===== config.mk =====
export PLATFORM = sky130hd
export DESIGN_NAME = idu_stage
export DESIGN_NICKNAME = d
export VERILOG_FILES = /design/src/rtl/idu_stage.sv
export SDC_FILE = /design/constraint.sdc
export NUM_CORES = 1
export LEC_CHECK = 0
export CAP_MARGIN = 10
export CORE_ASPECT_RATIO = 1.4
export CORE_MARGIN = 5
export CORE_UTILIZATION = 35
export DETAILED_ROUTE_END_ITERATION = 7
export DONT_BUFFER_PORTS = 1
export PLACE_DENSITY_LB_ADDON = 0.2
export RECOVER_POWER = 50
export SLEW_MARGIN = 5
export SYNTH_ARGS = -nofsm -noshare
export SYNTH_HDL_FRONTEND = slang
export SYNTH_SLANG_ARGS = --single-unit

===== constraint.sdc =====
create_clock -name clk -period 1.8 [get_ports clk]
set_input_delay 0.36 -clock clk [delete_from_list [all_inputs] [get_ports clk]]
set_output_delay 0.36 -clock clk [all_outputs]
set_load 0.1 [all_outputs]

===== src/rtl/idu_stage.sv =====
// rtl/idu_stage.sv - registered RV32I/RV64I decode stage with two-entry skid buffer
module idu_stage #(
    parameter int XLEN = 32
) (
    input  logic            clk,
    input  logic            rst,
    input  logic            flush,
    input  logic            in_valid,
    output logic            in_ready,
    input  logic [31:0]     in_instr,
    input  logic [XLEN-1:0] in_pc,
    output logic            out_valid,
    input  logic            out_ready,
    output logic [XLEN-1:0] out_pc,
    output logic [XLEN-1:0] out_imm,
    output logic [2:0]      out_funct3,
    output logic [6:0]      out_funct7,
    output logic            out_op1_pc,
    output logic            out_op1_zero,
    output logic            out_op2_imm,
    output logic [4:0]      out_rs1,
    output logic [4:0]      out_rs2,
    output logic [4:0]      out_rd,
    output logic            out_rd_we,
    output logic            out_word,
    output logic            out_illegal
);
    generate
        if (XLEN != 32 && XLEN != 64) begin : g_bad_xlen
            $error("idu_stage: XLEN must be 32 or 64");
        end
    endgenerate

    localparam bit RV64 = (XLEN == 64);

    localparam logic [4:0] OPC_LOAD      = 5'b00000;
    localparam logic [4:0] OPC_MISC_MEM  = 5'b00011;
    localparam logic [4:0] OPC_OP_IMM    = 5'b00100;
    localparam logic [4:0] OPC_AUIPC     = 5'b00101;
    localparam logic [4:0] OPC_OP_IMM_32 = 5'b00110;
    localparam logic [4:0] OPC_STORE     = 5'b01000;
    localparam logic [4:0] OPC_OP        = 5'b01100;
    localparam logic [4:0] OPC_LUI       = 5'b01101;
    localparam logic [4:0] OPC_OP_32     = 5'b01110;
    localparam logic [4:0] OPC_BRANCH    = 5'b11000;
    localparam logic [4:0] OPC_JALR      = 5'b11001;
    localparam logic [4:0] OPC_JAL       = 5'b11011;
    localparam logic [4:0] OPC_SYSTEM    = 5'b11100;

    typedef struct packed {
        logic [XLEN-1:0] pc;
        logic [XLEN-1:0] imm;
        logic [2:0]      funct3;
        logic [6:0]      funct7;
        logic            op1_pc;
        logic            op1_zero;
        logic            op2_imm;
        logic [4:0]      rs1;
        logic [4:0]      rs2;
        logic [4:0]      rd;
        logic            rd_we;
        logic            word;
        logic            illegal;
    } entry_t;

    typedef enum logic [1:0] {ST_EMPTY, ST_ONE, ST_FULL} state_t;

    logic [31:0] imm_i;
    logic [31:0] imm_s;
    logic [31:0] imm_b;
    logic [31:0] imm_j;
    logic [31:0] imm_u;
    logic        is_shift;
    logic        legal;
    logic        writes_rd;
    entry_t      dec;
    entry_t      m_q;
    entry_t      s_q;
    state_t      state;
    logic        acc;
    logic        deq;

    assign imm_i    = {{20{in_instr[31]}}, in_instr[31:20]};
    assign imm_s    = {{20{in_instr[31]}}, in_instr[31:25], in_instr[11:7]};
    assign imm_b    = {{19{in_instr[31]}}, in_instr[31], in_instr[7], in_instr[30:25], in_instr[11:8], 1'b0};
    assign imm_j    = {{11{in_instr[31]}}, in_instr[31], in_instr[19:12], in_instr[20], in_instr[30:21], 1'b0};
    assign imm_u    = {in_instr[31:12], 12'h000};
    assign is_shift = (in_instr[13:12] == 2'b01);

    // Combinational decode of the offered instruction into a buffer entry
    always_comb begin
        dec       = '0;
        legal     = 1'b1;
        writes_rd = 1'b0;
        dec.pc    = in_pc;
        dec.rs1   = in_instr[19:15];
        dec.rs2   = in_instr[24:20];
        dec.rd    = in_instr[11:7];
        case (in_instr[6:2])
            OPC_LOAD: begin
                dec.imm = XLEN'($signed(imm_i));
                dec.op2_imm = 1'b1;
                writes_rd = 1'b1;
            end
            OPC_MISC_MEM: dec.funct3 = in_instr[14:12];
            OPC_OP_IMM, OPC_OP_IMM_32: begin
                dec.funct3 = in_instr[14:12];
                dec.op2_imm = 1'b1;
                writes_rd = 1'b1;
                if (in_instr[6:2] == OPC_OP_IMM_32) begin
                    dec.word = RV64;
                    legal = RV64;
                end
                if (!is_shift) begin
                    dec.imm = XLEN'($signed(imm_i));
                end else if (RV64 && in_instr[6:2] == OPC_OP_IMM) begin
                    // RV64 shifts borrow funct7[0] as shamt[5]
                    dec.imm = XLEN'(in_instr[25:20]);
                    dec.funct7 = {in_instr[31:26], 1'b0};
                end else begin
                    dec.imm = XLEN'(in_instr[24:20]);
                    dec.funct7 = in_instr[31:25];
                    if (!RV64 && in_instr[25]) legal = 1'b0;
                end
            end
            OPC_AUIPC: begin
                dec.imm = XLEN'($signed(imm_u));
                dec.op1_pc = 1'b1;
                dec.op2_imm = 1'b1;
                writes_rd = 1'b1;
            end
            OPC_STORE: begin
                dec.imm = XLEN'($signed(imm_s));
                dec.op2_imm = 1'b1;
            end
            OPC_OP, OPC_OP_32: begin
                dec.funct3 = in_instr[14:12];
                dec.funct7 = in_instr[31:25];
                writes_rd = 1'b1;
                if (in_instr[6:2] == OPC_OP_32) begin
                    dec.word = RV64;
                    legal = RV64;
                end
            end
            OPC_LUI: begin
                dec.imm = XLEN'($signed(imm_u));
                dec.op1_zero = 1'b1;
                dec.op2_imm = 1'b1;
                writes_rd = 1'b1;
            end
            OPC_BRANCH: begin
                dec.imm = XLEN'($signed(imm_b));
                dec.op1_pc = 1'b1;
                dec.op2_imm = 1'b1;
            end
            OPC_JALR: begin
                dec.imm = XLEN'($signed(imm_i));
                dec.op2_imm = 1'b1;
                writes_rd = 1'b1;
            end
            OPC_JAL: begin
                dec.imm = XLEN'($signed(imm_j));
                dec.op1_pc = 1'b1;
                dec.op2_imm = 1'b1;
                writes_rd = 1'b1;
            end
            OPC_SYSTEM: dec.funct3 = in_instr[14:12];
            default: legal = 1'b0;
        endcase
        if (in_instr[1:0] != 2'b11) legal = 1'b0;
        dec.illegal = !legal;
        dec.rd_we   = writes_rd && legal && (in_instr[11:7] != 5'd0);
    end

    assign acc       = in_valid && in_ready;
    assign deq       = out_valid && out_ready;
    assign out_valid = (state != ST_EMPTY);

    // Main/skid buffer FSM; in_ready is registered from the next state
    always_ff @(posedge clk) begin
        if (rst) begin
            state    <= ST_EMPTY;
            in_ready <= 1'b0;
            m_q      <= '0;
            s_q      <= '0;
        end else if (flush) begin
            state    <= ST_EMPTY;
            in_ready <= 1'b1;
        end else begin
            in_ready <= 1'b1;
            case (state)
                ST_EMPTY: begin
                    if (acc) begin
                        m_q   <= dec;
                        state <= ST_ONE;
                    end
                end
                ST_ONE: begin
                    if (acc && !deq) begin
                        s_q      <= dec;
                        state    <= ST_FULL;
                        in_ready <= 1'b0;
                    end else if (acc) begin
                        m_q <= dec;
                    end else if (deq) begin
                        state <= ST_EMPTY;
                    end
                end
                ST_FULL: begin
                    in_ready <= deq;
                    if (deq) begin
                        m_q   <= s_q;
                        state <= ST_ONE;
                    end
                end
                default: state <= ST_EMPTY;
            endcase
        end
    end

    assign out_pc       = m_q.pc;
    assign out_imm      = m_q.imm;
    assign out_funct3   = m_q.funct3;
    assign out_funct7   = m_q.funct7;
    assign out_op1_pc   = m_q.op1_pc;
    assign out_op1_zero = m_q.op1_zero;
    assign out_op2_imm  = m_q.op2_imm;
    assign out_rs1      = m_q.rs1;
    assign out_rs2      = m_q.rs2;
    assign out_rd       = m_q.rd;
    assign out_rd_we    = m_q.rd_we;
    assign out_word     = m_q.word;
    assign out_illegal  = m_q.illegal;
endmodule


---- Yosys cells after proc, flatten, opt, wreduce, memory -nomap -nowiden ----
Index checks and enable logic that the tools add are counted.
storage, ports and cells
  register bits after elaboration ......... 192
  bits of input ports ..................... 69
  output and inout bits ................... 97
  word-level logic and storage cells ...... 102
operators by class
  equality and inequality tests ........... 21
  multiplexer cells ....................... 28
  bitwise gates (word level) .............. 1
  reductions and logical operators ........ 25
operators by type and width
  cell                  count
  $mux W95              3
  $pmux W95 S3          1
  $pmux W32 S6          1
  $mux W32              1
  $reduce_or A9 Y1      3
  $eq A5 B4 Y1 const B  4
  $eq A5 B5 Y1 const B  4
  $eq A5 B3 Y1 const B  3
  $pmux W7 S2           1
  $mux W1               11
  $mux W2               5
  $reduce_or A2 Y1      5
  $ne A2 B2 Y1 const B  4
  $reduce_and A4 Y1     2
  $mux W7               1
  $ne A3 B3 Y1 const B  2
  $pmux W2 S3           1
  $reduce_or A6 Y1      1
  $eq A5 B2 Y1 const B  1
  $logic_and A1 B1 Y1   5
  $logic_not A5 Y1      1
  $reduce_bool A5 Y1    1
  $eq A2 B1 Y1 const B  2
  $mux W3               1
  10 further kinds      11

---- Depth between registers and ports, before layout ----
  depth after elaboration ................. 11
  gate-level depth with buffers ........... 10
  mapped depth without buffers ............ 7

---- Worst setup path before layout ----
OpenSTA, ideal clock, no wires.
  kind .................................... register -> register
  from .................................... register in_ready
  to ...................................... register m_q (netlist bit out_imm[27])
  library setup time ...................... 91 ps
  arrival ................................. 2429 ps
  data required time ...................... 1709 ps
  slack ................................... -720 ps
  cell stages (with the launch flop) ...... 8
  buffers on the path ..................... 2
  period minus slack after synthesis ...... 2520 ps
  cells stage by stage .................... dfxtp_1 nand3_1 o211ai_2 a21o_1 buf_2 buf_2 a21oi_1 a311oi_1
on the way
  longest elaborated chain between the ends .. 4
  elaborated cells between the ends (all ways) .. 7
  those cells by class .................... 1 x eq/ne; 3 x mux; 3 x reduce/logical
ends and longest elaborated chain
  item                                                      RTL line  text
  from (decl)                                               9         output logic in_ready,
  from (signal assigned)                                    210       in_ready <= deq;
  $logic_and A1 B1 Y1 (*)                                   175       assign acc = in_valid && in_ready;
  $mux W95 / $logic_and A1 B1 Y1 (equally long branches)    -
  $mux W95 / $ne A2 B2 Y1 (equally long branches)           -
  $pmux W95 S3 / $reduce_and A4 Y1 (equally long branches)  -
  to (signal assigned)                                      212       m_q <= s_q;
  to (decl)                                                 77        entry_t m_q;
Every way passes the cells marked *; elsewhere a longest branch is shown, timed or not. The select of a mux whose other input is x is not followed.
A chain may end at the register's enable or synchronous reset.

---- Worst setup path after layout ----
  from .................................... register state[0]
  to ...................................... register m_q (netlist bit out_op1_zero)
on the way
  longest elaborated chain between the ends .. 6
  elaborated cells between the ends (all ways) .. 12
  those cells by class .................... 4 x eq/ne; 1 x mux; 7 x reduce/logical
ends and longest elaborated chain
  item                         RTL line  text
  from (decl)                  79        state_t state;
  from (signal assigned)       182       state <= ST_EMPTY;
  from (signal assigned)       187       state <= ST_EMPTY;
  from (signal assigned)       195       state <= ST_ONE;
  $reduce_bool A2 Y1           177       assign out_valid = (state != ST_EMPTY);
  $logic_and A1 B1 Y1          176       assign deq = out_valid && out_ready;
  $logic_not A1 Y1             199       if (acc && !deq) begin
  $logic_and A1 B1 Y1          199
  $ne A2 B2 Y1 (no line)       -
  $reduce_and A4 Y1 (no line)  -
Parallel ways exist; a longest one is shown, timed or not.

==> impl_metrics.env <==
export IMPL_synth_ff_type="dfxtp_1"
export IMPL_seq_area_sq_um=3832
export IMPL_synth_yosys_seq_area_share_pct=45.87
export IMPL_grt_max_degree=133
export IMPL_violations="negative setup slack"
export IMPL_start_kind="register"
export IMPL_clk_insertion_delay_late_ps=440
export IMPL_power_density_nw_per_um2=828.5
export IMPL_cp_data_arrival_time_ps=2230
export IMPL_post_layout_nonfiller_instances=1469
export IMPL_crit_fanout=7
export IMPL_rows=66
export IMPL_slowest_stage="dfxtp_4"
export IMPL_clk_pin_slew_worst_paths_ps=70
export IMPL_nFillCells=2184
export IMPL_period_share_pct=105.0
export IMPL_critical_path_endpoint_type="register"
export IMPL_critPathKind="register to register"
export IMPL_synth_nets=1082
export IMPL_worst_pin_slew_ps=915.5
export IMPL_status="complete, but fails checks"
export IMPL_dr_first_iter_drc_count=443
export IMPL_max_stage_delay_ps=400
export IMPL_via_per_inst=5.381
export IMPL_dieArea_sq_um=27050
export IMPL_die_w_um=140.4
export IMPL_hold_class="input port to register"
export IMPL_setup_violations=75
export IMPL_synth_yosys_warnings=0
export IMPL_max_freq_ghz=0.5289
export IMPL_areaGrowthSynthToFinish_pct=39.80
export IMPL_multiInputGateArea_sq_um=4843
export IMPL_netlist_area_sq_um=8337
export IMPL_slew_headroom_pct=38.77
export IMPL_fin_area_sq_um=11650
export IMPL_diodes=0
export IMPL_post_synth_num_cell_types=62
export IMPL_synthCells=1009
export IMPL_final_common_cell="nand2_1"
export IMPL_track_usage_pct=18.60
export IMPL_drive_gt1_share_pct=34.31
export IMPL_slew_violations=0
export IMPL_cts_tree="done"
export IMPL_clock_skew_ps=10.80
export IMPL_grt_pass1_wl_um=40110
export IMPL_cts_max_level=4
export IMPL_yosysTopAreaCellShare_pct=45.87
export IMPL_most_common_layout_cells="192 x nand2_1, 188 x dfxtp_1, 98 x buf_4"
export IMPL_ys_ff_latch=191
export IMPL_clock_root_buffer="clkbuf_16"
export IMPL_antenna_found_initial=0
export IMPL_grt_pass1_vias=7377
export IMPL_hold_viol=0
export IMPL_ios=166
export IMPL_drt_wl_total_um=26740
export IMPL_antenna_left=0
export IMPL_cts_sinks=191
export IMPL_worst_slack_ps=-90.89
export IMPL_cts_hold_buf=5
export IMPL_wl_per_cell_um=18.20
export IMPL_hold_slack_ps=32.02
export IMPL_numCtsBuffers=17
export IMPL_cp_required_ps=2140
export IMPL_gp_congestion=0.8198
export IMPL_rsz0062_at_grt="yes"
export IMPL_nets=1225
export IMPL_fp_coreArea_sq_um=23370
export IMPL_dr_pass1_iters=5
export IMPL_synth_edf_count=0
export IMPL_p_leak_nw=4.037
export IMPL_power_mw=9.656
export IMPL_cp_cell_sequence="inv_4 -> ha_4 -> buf_6 -> clkinvlp_4 -> nand2_4 -> a21oi_4 -> buf_6 -> buf_16 -> buf_6 -> o311a_1 -> nor3_2"
export IMPL_initial_core_util_pct=35.67
export IMPL_die_h_um=192.6
export IMPL_portBuffers=0
export IMPL_cap_viol_max_count=0
export IMPL_gr_total_overflow=0
export IMPL_async_flop_share_pct=0
export IMPL_period_needed_ps=1891
export IMPL_dr_total_vias=7905
export IMPL_peakVddDrop_uv=700.6
export IMPL_avgSynthCellArea_sq_um=8.262
export IMPL_crit_path_frequent_cell="buf_6"
export IMPL_drc_errors=0
export IMPL_place_area_sq_um=10120
export IMPL_dp_cells=1392
export IMPL_netlist_top_cell_by_area="dfxtp_1"
export IMPL_detailed_place_hpwl_um=16950
export IMPL_cts_max_path_buffers=2
export IMPL_ys_top_cells_by_area="dfxtp_1 46%, nand2_1 8.9%, a211oi_1 6.7%"
export IMPL_preCtsSetupSlack_ps=-133.2
metal layers:
metal	up-vias	wire (um)	global-route usage [%]
met5	-	0	0
met3	30	2009	6.222
met1	3794	11250	23.03
met4	0	548	5.705
li1	3860	-	-
met2	221	12930	30.70
synthesized netlist by cell type (5+ instances only):
library cell	count
nor2_1	109
nor2b_1	10
o211ai_1	5
a211oi_1	74
nand3b_1	12
a32oi_1	6
nand2_1	198
inv_1	8
dfxtp_1	191
clkbuf_1	55
a221oi_1	13
o21ai_0	9
o2bb2ai_1	8
a311oi_1	19
nand3_1	17
buf_2	29
a21oi_1	109
nor3_1	17
nand2b_1	6
mux2i_1	47
final timing paths:
kind,start,to,slack [ps],cells after the start
setup / recovery,state[0]$_SDFFE_PP0P_,out_op1_zero$_SDFFE_PP0P_,-90,11
hold / removal,rst,s_q[52]$_SDFFE_PP0P_,30,1
setup reg to reg,state[0]$_SDFFE_PP0P_,out_op1_zero$_SDFFE_PP0P_,-90,11
hold reg to reg,s_q[39]$_SDFFE_PP0P_,s_q[39]$_SDFFE_PP0P_,450,2
flip-flops by register name (all words and copies together) (netlist names), 2 cells and up:
signal and cells:
out_rs1 5, state 2, s_q 94, out_imm 32
out_funct7 7, out_rd 5, out_funct3 3, out_pc 32
out_rs2 5
power by group:
group / total [mW] / internal (mW) / leakage (nW) / switching (mW)
Sequential: 4.37 / 4.33 / 1.55 / 0.0429
Clock: 3.66 / 2.01 / 0.273 / 1.66
Combinational: 1.62 / 0.467 / 2.22 / 1.15
layout make-up:
| type | instances | area share (%) |
|---|---|---|
| Sequential cell | 191 | 32.88 |
| Tap cell | 306 | 3.285 |
| Multi-Input combinational cell | 719 | 41.56 |
| Clock inverter | 10 | 0.7515 |
| Timing Repair Buffer | 215 | 17.18 |
| Inverter | 8 | 0.3328 |
| Clock buffer | 20 | 4.015 |
cells by family after synthesis:
logic type               after synthesis  synth area share, %
AND/OR/NAND/NOR                      396                20.83
AO/OA/AOI/OAI                        270                21.91
flip-flops                           191                45.87
buffers and inverters                 99                4.998
multiplexers                          47                5.643
adder cells (fa/ha/maj)                4               0.6004
other                                  1              0.04498
XOR/XNOR                               1               0.1051
stage by stage:
stage	TNS [ps]	util [%]
after global routing	-10620	49.87
after global placement	-6148	43.31
after detailed placement	-8633	43.31
after floorplan	-8245	-
after CTS	-2176	46.87
final	-2510	49.87
critical path, delay by kind of cell (launching register included):
kind / cells / cell delay [ps]
fa+ha+maj: 1 / 170
flops: 1 / 400
buf+inv: 6 / 680
simple gates: 2 / 130
compound gates: 2 / 410
repair_timing:
item,in CTS,in global routing
gates resized for setup,30,108
buffers inserted,9,24
pin swaps,31,30
cloned,1,10
endpoints found under the hold margin,32,2
endpoints found under the setup margin,169,177
(Power assumes the default switching activity.)
